File: config.mk
export PLATFORM = sky130hd
export DESIGN_NAME = wshb_arbiter_2m
export DESIGN_NICKNAME = d
export VERILOG_FILES = /design/src/rtl/wshb_arb_pkg.sv /design/src/rtl/wshb_arbiter_2m.sv
export SDC_FILE = /design/constraint.sdc
export NUM_CORES = 1
export LEC_CHECK = 0
export BUFFER_PORTS_ARGS = -buffer_cell sky130_fd_sc_hd__clkbuf_2
export CORE_AREA = 2 2 130 132
export CTS_CLUSTER_SIZE = 40
export DETAILED_ROUTE_END_ITERATION = 7
export DIE_AREA = 0 0 132 134
export REMOVE_ABC_BUFFERS = 1
export SLEW_MARGIN = 30
export SYNTH_ARGS = -nofsm -noshare
export SYNTH_HDL_FRONTEND = slang
export SYNTH_SLANG_ARGS = --single-unit
File: constraint.sdc
create_clock -name clk -period 1.6 [get_ports clk]
set_input_delay 0.16 -clock clk [delete_from_list [all_inputs] [get_ports clk]]
set_output_delay 0.16 -clock clk [all_outputs]
set_load 0.03 [all_outputs]
File: src/rtl/wshb_arb_pkg.sv
// Shared types and constants for the two-master Wishbone arbiter.
package wshb_arb_pkg;

  // Arbiter FSM states. The encoding doubles as the one-hot grant vector.
  typedef enum logic [1:0] {
    IDLE = 2'd0,
    OWN0 = 2'd1,
    OWN1 = 2'd2
  } arb_state_t;

  // Arbitration policy selectors for PRIO_MODE.
  localparam int PRIO_RR    = 0;
  localparam int PRIO_FIXED = 1;

endpackage

File: src/rtl/wshb_arbiter_2m.sv
// Two-master to one-slave Wishbone B3 classic arbiter in front of the SDRAM port.
// Master 0 is the video read path, master 1 the pattern/pixel writer.
//
// Handshake: a master requests by raising cyc and keeps it high for as long as it
// wants the bus. stb marks a valid beat. A beat completes on a clock edge where
// stb and ack (or err or rty) are both high. Ownership is re-decided only on an
// edge where the current owner's cyc is low. grant is the debug view of the FSM
// state: 2'b00 idle, 2'b01 master 0, 2'b10 master 1.
module wshb_arbiter_2m
  import wshb_arb_pkg::*;
#(
  parameter int PRIO_MODE = PRIO_RR,
  parameter int ADR_W     = 32,
  parameter int DAT_W     = 32
) (
  input  logic               clk,
  input  logic               rst_n,
  // master 0 port
  input  logic               ifs0_cyc,
  input  logic               ifs0_stb,
  input  logic               ifs0_we,
  input  logic [ADR_W-1:0]   ifs0_adr,
  input  logic [DAT_W/8-1:0] ifs0_sel,
  input  logic [DAT_W-1:0]   ifs0_dat_ms,
  input  logic [2:0]         ifs0_cti,
  input  logic [1:0]         ifs0_bte,
  output logic               ifs0_ack,
  output logic               ifs0_err,
  output logic               ifs0_rty,
  output logic [DAT_W-1:0]   ifs0_dat_sm,
  // master 1 port
  input  logic               ifs1_cyc,
  input  logic               ifs1_stb,
  input  logic               ifs1_we,
  input  logic [ADR_W-1:0]   ifs1_adr,
  input  logic [DAT_W/8-1:0] ifs1_sel,
  input  logic [DAT_W-1:0]   ifs1_dat_ms,
  input  logic [2:0]         ifs1_cti,
  input  logic [1:0]         ifs1_bte,
  output logic               ifs1_ack,
  output logic               ifs1_err,
  output logic               ifs1_rty,
  output logic [DAT_W-1:0]   ifs1_dat_sm,
  // slave (SDRAM controller) port
  output logic               ifm_cyc,
  output logic               ifm_stb,
  output logic               ifm_we,
  output logic [ADR_W-1:0]   ifm_adr,
  output logic [DAT_W/8-1:0] ifm_sel,
  output logic [DAT_W-1:0]   ifm_dat_ms,
  output logic [2:0]         ifm_cti,
  output logic [1:0]         ifm_bte,
  input  logic               ifm_ack,
  input  logic               ifm_err,
  input  logic               ifm_rty,
  input  logic [DAT_W-1:0]   ifm_dat_sm,
  // debug
  output logic [1:0]         grant
);

  arb_state_t state, state_nx;
  logic       last_owner;  // 1 after reset so master 0 wins the first round-robin tie

  // State register and last-owner tracking; reset aborts any transfer at once.
  always_ff @(posedge clk or negedge rst_n) begin
    if (!rst_n) begin
      state      <= IDLE;
      last_owner <= 1'b1;
    end else begin
      state <= state_nx;
      if (state == OWN0 && !ifs0_cyc) last_owner <= 1'b0;
      if (state == OWN1 && !ifs1_cyc) last_owner <= 1'b1;
    end
  end

  // Next-state decision: owner keeps the bus while cyc is high, hand-over needs no idle cycle.
  always_comb begin
    state_nx = state;
    case (state)
      IDLE: begin
        if (ifs0_cyc && ifs1_cyc) begin
          if (PRIO_MODE == PRIO_FIXED) state_nx = OWN0;
          else                         state_nx = last_owner ? OWN0 : OWN1;
        end else if (ifs0_cyc) begin
          state_nx = OWN0;
        end else if (ifs1_cyc) begin
          state_nx = OWN1;
        end
      end
      OWN0:    if (!ifs0_cyc) state_nx = ifs1_cyc ? OWN1 : IDLE;
      OWN1:    if (!ifs1_cyc) state_nx = ifs0_cyc ? OWN0 : IDLE;
      default: state_nx = IDLE;
    endcase
  end

  // Slave-side mux and owner-only return path, both driven purely from the state.
  always_comb begin
    ifm_cyc    = 1'b0;
    ifm_stb    = 1'b0;
    ifm_we     = 1'b0;
    ifm_adr    = '0;
    ifm_sel    = '0;
    ifm_dat_ms = '0;
    ifm_cti    = '0;
    ifm_bte    = '0;
    ifs0_ack   = 1'b0;
    ifs0_err   = 1'b0;
    ifs0_rty   = 1'b0;
    ifs1_ack   = 1'b0;
    ifs1_err   = 1'b0;
    ifs1_rty   = 1'b0;
    grant      = 2'b00;
    case (state)
      OWN0: begin
        ifm_cyc    = ifs0_cyc;
        ifm_stb    = ifs0_stb;
        ifm_we     = ifs0_we;
        ifm_adr    = ifs0_adr;
        ifm_sel    = ifs0_sel;
        ifm_dat_ms = ifs0_dat_ms;
        ifm_cti    = ifs0_cti;
        ifm_bte    = ifs0_bte;
        ifs0_ack   = ifm_ack;
        ifs0_err   = ifm_err;
        ifs0_rty   = ifm_rty;
        grant      = 2'b01;
      end
      OWN1: begin
        ifm_cyc    = ifs1_cyc;
        ifm_stb    = ifs1_stb;
        ifm_we     = ifs1_we;
        ifm_adr    = ifs1_adr;
        ifm_sel    = ifs1_sel;
        ifm_dat_ms = ifs1_dat_ms;
        ifm_cti    = ifs1_cti;
        ifm_bte    = ifs1_bte;
        ifs1_ack   = ifm_ack;
        ifs1_err   = ifm_err;
        ifs1_rty   = ifm_rty;
        grant      = 2'b10;
      end
      default: ;
    endcase
  end

  // Read data is broadcast; masters only look at it when they see their own ack.
  assign ifs0_dat_sm = ifm_dat_sm;
  assign ifs1_dat_sm = ifm_dat_sm;

  // Protocol sanity checks.
  a_grant_onehot0: assert property (@(posedge clk) disable iff (!rst_n) $onehot0(grant));
  a_ack0_owner:    assert property (@(posedge clk) disable iff (!rst_n) ifs0_ack |-> grant == 2'b01);
  a_ack1_owner:    assert property (@(posedge clk) disable iff (!rst_n) ifs1_ack |-> grant == 2'b10);
  a_slave_stb:     assert property (@(posedge clk) disable iff (!rst_n) ifm_stb |-> ifm_cyc);
  a_m0_stb_cyc:    assert property (@(posedge clk) disable iff (!rst_n) ifs0_stb |-> ifs0_cyc);
  a_m1_stb_cyc:    assert property (@(posedge clk) disable iff (!rst_n) ifs1_stb |-> ifs1_cyc);

endmodule
==> run summary, run 1 <==
Slew @ Worst Pin: 458 ps
via count: 2804
Die Ht: 134 µm
Crit Path Category: reg2out
Worst Hold Class: in2reg
CTS tree: yes
Reg power frac: 2.1%
clock buffer depth: 2
crit end category: primary output
Hold Path End: last_owner
Vias/cell: 4.09
Worst Hold Slack: 231 ps
RD Place Congestion: 0.731
Worst-path clk slew: 30 ps
run status: finished with violations
CP max stage delay: 390 ps
Synth Area per Inst: 7.19 µm²
Boundary Pins: 337
htree depth: 1
Post-Syn Area: 0.00196 mm²
switching pwr: 3940 µW
Worst IR Drop VDD: 1.29 mV
register area: 77.6 µm²
sequential share of the synthesized area: 3.89%
initial antenna violation count: 0
r2r startpoint: state[0]
Util after Layout: 24.8%
Placeable Area: 0.0163 mm²
Combinational Power Share: 92.9%
RSZ-0062 raised after global routing: true
maxcap violations: 0
largest net degree at the start of global routing: 42
vias in the first global route: 2678
Setup crit start kind: flop
Final Max Tran Viols: 0
global-route wire length before repair: 16300 µm
ANT nets after route: 0
Syn Inst Count: 273
port bufs: 240
final setup margin: -227 ps
worst hold start: ifs1_cyc
average wire per standard cell: 18.2 µm
gr ovfl total: 0
worst path cell trace: inv_2 > ha_4 > buf_12 > a22o_4 > and2_4 > buf_8
headroom to the max-slew limit: 69.4%
full die area: 0.0177 mm²
row count: 47
Critical Path Slowest Stage Cell: dfrtp_1
fin crit period: 1830 ps
fin area: 0.00405 mm²
Unique masters post-synth: 20
DRT iter0 DRCs: 82
power density over cell area: 1960 mW/mm²
WP data required: 1440 ps
crit path max fanout: 22
failing checks: negative setup slack
Filler Cells Inserted: 1751
GRT Util Overall: 12.1%
WHS Path Cells: 2
FF-to-FF End: state[0]
internal power: 4000 µW
multi-input combinational cell area: 0.00154 mm²
CTS root buf: clkbuf_16
TritonCTS buffer count: 3
Leak: 0.00186 µW
die width: 132 µm
Initial Util: 12.0%
WP data arrival: 1670 ps
Setup violations, final: 82
HPWL Detailed: 8590 µm
Clk pwr share: 5.0%
final hold viol count: 0
Nets: 662
R2R cell count: 5
final WL: 12500 µm
worst slack at placement: -82.5 ps
DRC: 0
crit share post-route: 114%
Switching Share: 49.6%
r2r setup slk: 50 ps
total number of yosys warnings: 0
FMAX: 0.547 GHz
Area Overhead vs Synth: 106%
number of synthesized register bits: 3
share of layout cells above drive strength 1: 73.4%
antenna cells: 0
CTS Sinks: 3
iteration count of the initial detailed-routing pass: 4
clk_skew: 1.71 ps
Clock Latency Late Sink: 220 ps
Placed Area: 0.00306 mm²
## cells in the mapped netlist
library cell  instances  area [µm²]
nand2b_1              1        6.26
dfstp_2               1        26.3
a221oi_1              1        8.76
o21ai_0               4        20.0
buf_4                65         488
and3b_1               1        8.76
dfrtp_1               2        50.1
buf_2                 9        45.0
nor2b_1              75         469
a21oi_1               1        5.00
clkbuf_2              1        5.00
o41ai_2               2        32.5
buf_6                 2        22.5
nor3b_1               1        7.51
a22o_4                1        17.5
a22oi_1              75         563
clkbuf_1             13        48.8
inv_1                 5        18.8
ha_1                  6        75.1
and2_1                7        43.8
## registers in the layout, indices dropped and copies added (netlist names)
signal and count:
last_owner 1, state 2
## timing repair
action / in CTS / in global routing
hold endpoints to repair: 3 / 0
setup buffers: 6 / 6
resized for setup: 137 / 106
hold buffers: 1 / 0
pin swaps: 8 / 19
endpoints found under the setup margin: 84 / 84
cloned: 5 / 5
## cells by family (layout without fill, tap and decap cells)
logic type | Yosys count | count (layout) | synth area share, %
compound gates | 84 | 84 | 33.0
flops | 3 | 3 | 3.89
fa+ha+maj | 6 | 6 | 3.83
buf+inv | 95 | 288 | 32.0
simple gates | 85 | 85 | 27.3
## stage by stage
stage | power [µW] | instances | setup TNS, ps
after floorplan | 3660 | 183 | -104350
after global placement | 5550 | 661 | -230
after detailed placement | 5570 | 661 | -1180
after CTS | 7420 | 677 | -15300
after global routing | 8390 | 686 | -18220
final | 7940 | 686 | -12950
## power groups by stage
stage               Sequential (µW)  Combinational (µW)  Clock [µW]
floorplan                       148                3510           0
global placement                149                5410           0
detailed placement              152                5420           0
CTS                             169                6850         401
global route                    173                7810         410
finish                          168                7380         394
## worst max-delay path by stage
stage | end | startpoint | slack [ps] | depth (start not counted)
2_1_floorplan | ifm_adr[5] | state[0] | -1280 | 4
3_3_place_gp | ifm_adr[20] | state[1] | -80 | 6
5_1_grt | ifm_dat_ms[25] | state[0] | -290 | 7
6_report | ifm_cyc | state[0] | -230 | 6
4_1_cts | ifm_dat_ms[6] | state[0] | -240 | 8
3_5_place_dp | ifm_cyc | state[0] | -80 | 6
## placed cells by master, fill, tap and decap left out
cell           count
clkbuf_2         158
buf_4             86
nor2b_1           74
a22oi_2           41
a22oi_1           34
buf_12            11
buf_6              8
and2_4             7
clkbuf_16          7
buf_8              7
inv_1              3
ha_4               3
ha_1               3
buf_16             3
o41ai_2            2
o21ai_0            2
inv_4              1
inv_2              1
a22o_4             1
nor2b_2            1
and3b_1            1
a221oi_4           1
nor3b_1            1
o21ai_2            1
nand2b_1           1
a21oi_1            1
o21ai_1            1
clkbuf_1           1
dlygate4sd3_1      1
dfstp_2            1
clkbuf_4           1
dfrtp_1            1
dfrtp_2            1
## critical path: cells and delay by family, from the launching register on
family	cells	cell delay (ps)
adders and majority gates	1	210
AOI/OAI and AO/OA	1	280
DFF	1	390
buffers and inverters	3	400
and+or+nand+nor	1	170
## cell type report
| class | count | area share (%) |
|---|---|---|
| Timing Repair Buffer | 279 | 50.7 |
| Clock buffer | 4 | 1.95 |
| Sequential cell | 3 | 1.92 |
| Tap cell | 220 | 6.80 |
| Inverter | 5 | 0.526 |
| Multi-Input combinational cell | 175 | 38.1 |
## routing by layer
| layer | wire, µm | GRT usage (%) | vias to the layer above |
|---|---|---|---|
| li1 | - | - | 1287 |
| met1 | 4760 | 13.4 | 1273 |
| met2 | 5620 | 19.3 | 230 |
| met3 | 1890 | 8.50 | 12 |
| met4 | 108 | 1.21 | 2 |
| met5 | 69 | 3.61 | - |
Power figures use the tool's default switching activity.
==> run 2: changes to the inputs <==
--- a/config.mk
+++ b/config.mk
@@ -5,11 +5,11 @@
 export SDC_FILE = /design/constraint.sdc
 export NUM_CORES = 1
 export LEC_CHECK = 0
-export BUFFER_PORTS_ARGS = -buffer_cell sky130_fd_sc_hd__clkbuf_2
-export CORE_AREA = 2 2 130 132
+export CORE_AREA = 2 2 129 131
 export CTS_CLUSTER_SIZE = 40
 export DETAILED_ROUTE_END_ITERATION = 7
-export DIE_AREA = 0 0 132 134
+export DIE_AREA = 0 0 131 133
+export DONT_BUFFER_PORTS = 1
 export REMOVE_ABC_BUFFERS = 1
 export SLEW_MARGIN = 30
 export SYNTH_ARGS = -nofsm -noshare
==> run 2 against run 1 <==
  * The flow still finishes with violations (negative setup slack)
  * Die area shrank 1.5%
  * Clock power increased by 3%
  * Final cell count down 25%
  * Register-to-register slack got worse by 140 ps
  * Sequential share of layout area is 0.72 points higher
  * Core utilization shrank 6.9 points
  * Via count shrank 21%
==> run summary, run 2 (same netlist as run 1, synthesis figures left out) <==
run status: finished with violations
failing checks: negative setup slack
Util after Layout: 17.9%
share of layout cells above drive strength 1: 45.9%
CTS tree: yes
maxcap violations: 0
full die area: 0.0174 mm²
DRC: 0
headroom to the max-slew limit: 66.3%
FMAX: 0.553 GHz
final setup margin: -207 ps
Boundary Pins: 337
crit share post-route: 113%
Leak: 0.00109 µW
FF-to-FF End: state[1]
TritonCTS buffer count: 3
clock buffer depth: 2
non-filler cells, final: 516
RD Place Congestion: 0.751
antenna cells: 0
Area Overhead vs Synth: 47.7%
most frequent cells in the layout: 87 x buf_4, 75 x nor2b_1, 64 x a22oi_1, 11 x a22oi_2, 11 x buf_12
die width: 131 µm
Vias/cell: 4.28
Worst-path clk slew: 30 ps
DRT iter0 DRCs: 177
Slew @ Worst Pin: 505 ps
r2r setup slk: -90 ps
Setup crit start kind: flop
GRT Util Overall: 10.6%
gr ovfl total: 0
fin crit period: 1810 ps
row count: 47
vias in the first global route: 1982
ANT nets after route: 0
Placed Instances: 495
port bufs: 0
via count: 2210
RSZ-0062 raised after global routing: true
Top Registers: state: 2 flops, last_owner: 1 flops
R2R cell count: 6
r2r startpoint: state[0]
WP data arrival: 1650 ps
most common cell after layout, fill and taps aside: buf_4
CTS Sinks: 3
CP startpoint: state[0]
Placeable Area: 0.0162 mm²
Initial Util: 12.1%
Worst setup endpoint: ifm_dat_ms[18]
Final Max Tran Viols: 0
average wire per standard cell: 21.1 µm
CTS root buf: clkbuf_16
HPWL Detailed: 8130 µm
Setup violations, final: 84
clk_skew: 1.53 ps
Largest register FFs: 2
fin area: 0.00290 mm²
crit path max fanout: 10
global-route wire length before repair: 13100 µm
htree depth: 1
Nets: 492
Crit Path Category: reg2out
setup TNS: -12390 ps
Die Ht: 133 µm
final WL: 10900 µm
power density over cell area: 2410 mW/mm²
final hold viol count: 0
initial antenna violation count: 0
crit end category: primary output
Clock Latency Late Sink: 230 ps
largest net degree at the start of global routing: 41
Worst Hold Class: in2reg
Placed Area: 0.00243 mm²
Top reg by flops: state
Worst IR Drop VDD: 0.771 mV
iteration count of the initial detailed-routing pass: 4
Filler Cells Inserted: 1793
WP data required: 1440 ps
run 2: changes by cell type in the layout (fill, tap and decap cells not counted), sizes merged:
| cell | change |
|---|---|
| buf | -10 |
| dlygate4sd3 | +1 |
| clkbuf | -161 |
run 2: worst min path at each step:
stage | startpoint | endpoint | slack (ps) | cells after the start
5_1_grt | ifs0_cyc | last_owner | 120 | 2
2_1_floorplan | rst_n | state[0] | -140 | 0
4_1_cts | ifs1_cyc | last_owner | 2 | 1
3_5_place_dp | rst_n | state[1] | -140 | 0
3_3_place_gp | rst_n | state[1] | -140 | 0
6_report | ifs0_cyc | last_owner | 90 | 2
run 2: cell type report:
| cell class | instances | area (µm²) | area share, % |
|---|---|---|---|
| inverter | 5 | 18.8 | 0.648 |
| timing repair buffer | 109 | 1070 | 37.0 |
| tap | 220 | 275 | 9.50 |
| multi-input combinational | 175 | 1380 | 47.5 |
| sequential | 3 | 76.3 | 2.63 |
| clock buffer | 4 | 78.8 | 2.72 |
run 2: critical path, cell delays in order, from the launching register on:
cell,delay [ps]
dfrtp_1,390
inv_2,130
ha_4,220
buf_12,140
clkbuf_16,160
a22oi_1,80
nor2b_1,120
buf_4,170
run 2: timing repair:
action                                  in CTS  in global routing
endpoints found under the hold margin        3                  1
endpoints found under the setup margin      82                 84
buffers inserted                             7                  3
hold buffers                                 1                  1
gates resized for setup                     22                 11
gates cloned                                 4                  2
run 2: per-layer routing:
layer / wire (µm) / GRT usage, % / up-vias
li1: - / - / 942
met1: 4100 / 11.6 / 1018
met2: 4500 / 14.9 / 236
met3: 2070 / 9.87 / 10
met4: 58 / 0.827 / 4
met5: 163 / 8.53 / -
run 2: report_power, final:
group | leakage (µW) | internal (µW) | switching, µW
combinational | 0.00102 | 2940 | 3460
clock | 0.0000382 | 329 | 75.7
sequential | 0.0000359 | 122 | 33.3
total | 0.00109 | 3400 | 3570
run 2: per-stage QoR:
step / hold WS (ps) / setup slack [ps] / power (µW)
floorplan: -136 / -1280 / 3660
global placement: -135 / 20.1 / 5570
detailed placement: -135 / -28.5 / 5650
CTS: 1.81 / -198 / 6810
global route: 115 / -279 / 7370
finish: 90.5 / -207 / 6970
==> run 3: changes to the inputs <==
--- a/config.mk
+++ b/config.mk
@@ -5,11 +5,12 @@
 export SDC_FILE = /design/constraint.sdc
 export NUM_CORES = 1
 export LEC_CHECK = 0
-export CORE_AREA = 2 2 129 131
+export BUFFER_PORTS_ARGS = -buffer_cell sky130_fd_sc_hd__clkbuf_2
+export CORE_AREA = 2 2 130 132
 export CTS_CLUSTER_SIZE = 40
 export DETAILED_ROUTE_END_ITERATION = 7
-export DIE_AREA = 0 0 131 133
-export DONT_BUFFER_PORTS = 1
+export DIE_AREA = 0 0 132 134
+export GPL_TIMING_DRIVEN = 0
 export REMOVE_ABC_BUFFERS = 1
 export SLEW_MARGIN = 30
 export SYNTH_ARGS = -nofsm -noshare
==> constraint.sdc (replaced) <==
create_clock -name clk -period 1.6 [get_ports clk]
set_input_delay 0 -clock clk [delete_from_list [all_inputs] [get_ports clk]]
set_output_delay 0 -clock clk [all_outputs]
set_load 0.03 [all_outputs]
==> run 3 against run 2 <==
  * Worst setup slack better by 130 ps
  * Critical path type unchanged
  * Maximum frequency rose by 7.7%
  * Largest cell class is now non-clock buffers
  * Clock power fell by 1%
  * Sequential share of layout area shrank 0.42 points
  * First-iteration DRC count down 2.3%
  * Sequential power is 18% higher
  * The run still ends with negative setup slack left
  * Global-route usage increased by 2.2 points
  * Clock skew is 1.5 ps higher
  * Register-to-register slack better by 90 ps
  * Worst hold slack got worse by 90 ps
==> run summary, run 3 (same netlist as run 1, synthesis figures left out) <==
run status: finished with violations
failing checks: negative setup slack
Slew @ Worst Pin: 374 ps
FMAX: 0.596 GHz
Placeable Area: 0.0163 mm²
RD Place Congestion: 0.722
max layer used: met5
initial antenna violation count: 1
final WL: 12500 µm
DRC: 0
Worst Hold Class: in2out
clock buffer depth: 2
Largest register FFs: 2
CTS Sinks: 3
Top reg by flops: state
global-route wire length before repair: 16900 µm
die width: 132 µm
HPWL Detailed: 8200 µm
iteration count of the initial detailed-routing pass: 4
Final Max Tran Viols: 0
Worst-path clk slew: 30 ps
RSZ-0062 raised after global routing: true
maxcap violations: 0
Setup violations, final: 37
Clock Latency Late Sink: 220 ps
share of layout cells above drive strength 1: 66.7%
Area Overhead vs Synth: 81.6%
CTS tree: yes
met2 wire len: 5470 µm
Die Ht: 134 µm
crit share post-route: 105%
WP data arrival: 1680 ps
via count: 2819
full die area: 0.0177 mm²
largest net degree at the start of global routing: 39
final hold viol count: 0
CTS root buf: clkbuf_16
WHS Path Cells: 0
R2R cell count: 6
power density over cell area: 2070 mW/mm²
crit end category: primary output
Setup crit start kind: flop
Worst IR Drop VDD: 1.41 mV
setup TNS: -748 ps
row count: 47
r2r startpoint: state[0]
average wire per standard cell: 18.8 µm
Crit Path Category: reg2out
Leak: 0.00168 µW
ANT nets after route: 0
GRT Util Overall: 12.8%
headroom to the max-slew limit: 75.0%
Placed Area: 0.00291 mm²
WP data required: 1600 ps
Vias/cell: 4.23
most frequent cells in the layout: 164 x clkbuf_2, 70 x a22oi_1, 54 x nor2b_1, 53 x buf_4, 17 x nor2b_2
gr ovfl total: 0
most common cell after layout, fill and taps aside: clkbuf_2
Met3 Routed Length: 1780 µm
clk_skew: 3.00 ps
crit path max fanout: 22
Nets: 640
Initial Util: 12.0%
TritonCTS buffer count: 3
worst hold start: ifm_dat_sm[29]
final setup margin: -77.6 ps
htree depth: 1
met1 wire length: 5100 µm
Top Registers: state: 2 flops, last_owner: 1 flops
Boundary Pins: 337
vias in the first global route: 2676
Worst Hold Slack: 0.0331 ps
port bufs: 240
DRT iter0 DRCs: 173
fin area: 0.00356 mm²
fin crit period: 1680 ps
CP startpoint: state[0]
-- run 3: cell count changes in the layout (fill, tap and decap cells not counted), moves of 3 or more --
cell and delta:
clkbuf_2 +164, a22oi_1 +6, buf_8 +3, buf_6 +11, and2_1 +5, nor2b_4 +4
buf_12 -4, buf_4 -34, nor2b_2 +17, a22oi_2 -6, nor2b_1 -21, and2_4 -5
clkbuf_4 +13
-- run 3: stage by stage --
stage               total power [µW]  util (%)  cells  setup WS (ps)
detailed placement              5180      17.8    645           -354
global placement                4110      17.4    643          -2120
floorplan                       3660         -    183          -1120
CTS                             7160      21.3    665          -80.1
finish                          7390      21.9    666          -77.6
global route                    7770      21.9    665           -122
-- run 3: worst max-delay path: stages (launching register included) --
cell and delay (ps):
dfrtp_2 440, inv_4 100, ha_4 200, buf_12 180, a22oi_1 100, nor2b_1 200, buf_4 200
-- run 3: routing by layer --
metal / vias up / global-route usage (%)
met5: - / 4.44
met4: 2 / 1.57
met3: 8 / 7.11
met2: 233 / 19.7
met1: 1334 / 15.7
li1: 1242 / -
-- run 3: layout make-up --
class	instances	area [µm²]
repair buffers	257	1710
fillers	1794	12700
flip-flops and latches	3	78.8
well taps	220	275
multi-input cells	175	1390
clock buffers	4	78.8
diodes	2	5.00
inverters	5	23.8
-- run 3: report_power, final --
group	total, µW	internal, µW	switching (µW)
clock	400	329	70.8
sequential	183	126	56.7
combinational	6800	2980	3830
total	7390	3430	3950
-- run 3: worst paths after layout --
path                                   endpoint  slack (ps)
worst min-delay path            ifs1_dat_sm[29]        0.03
max in group asynchronous            last_owner        1300
min in group asynchronous              state[1]         100
worst max-delay path             ifm_dat_ms[17]         -80
worst max register to register         state[1]           0
worst min register to register       last_owner         510
-- run 3: repair_timing --
action,4_1_cts,5_1_grt
gates resized for setup,90,99
endpoints found under the hold margin,3,0
hold buffers,1,0
cloned,2,0
setup endpoints to repair,85,78
pin swaps,2,0
buffers inserted,13,1
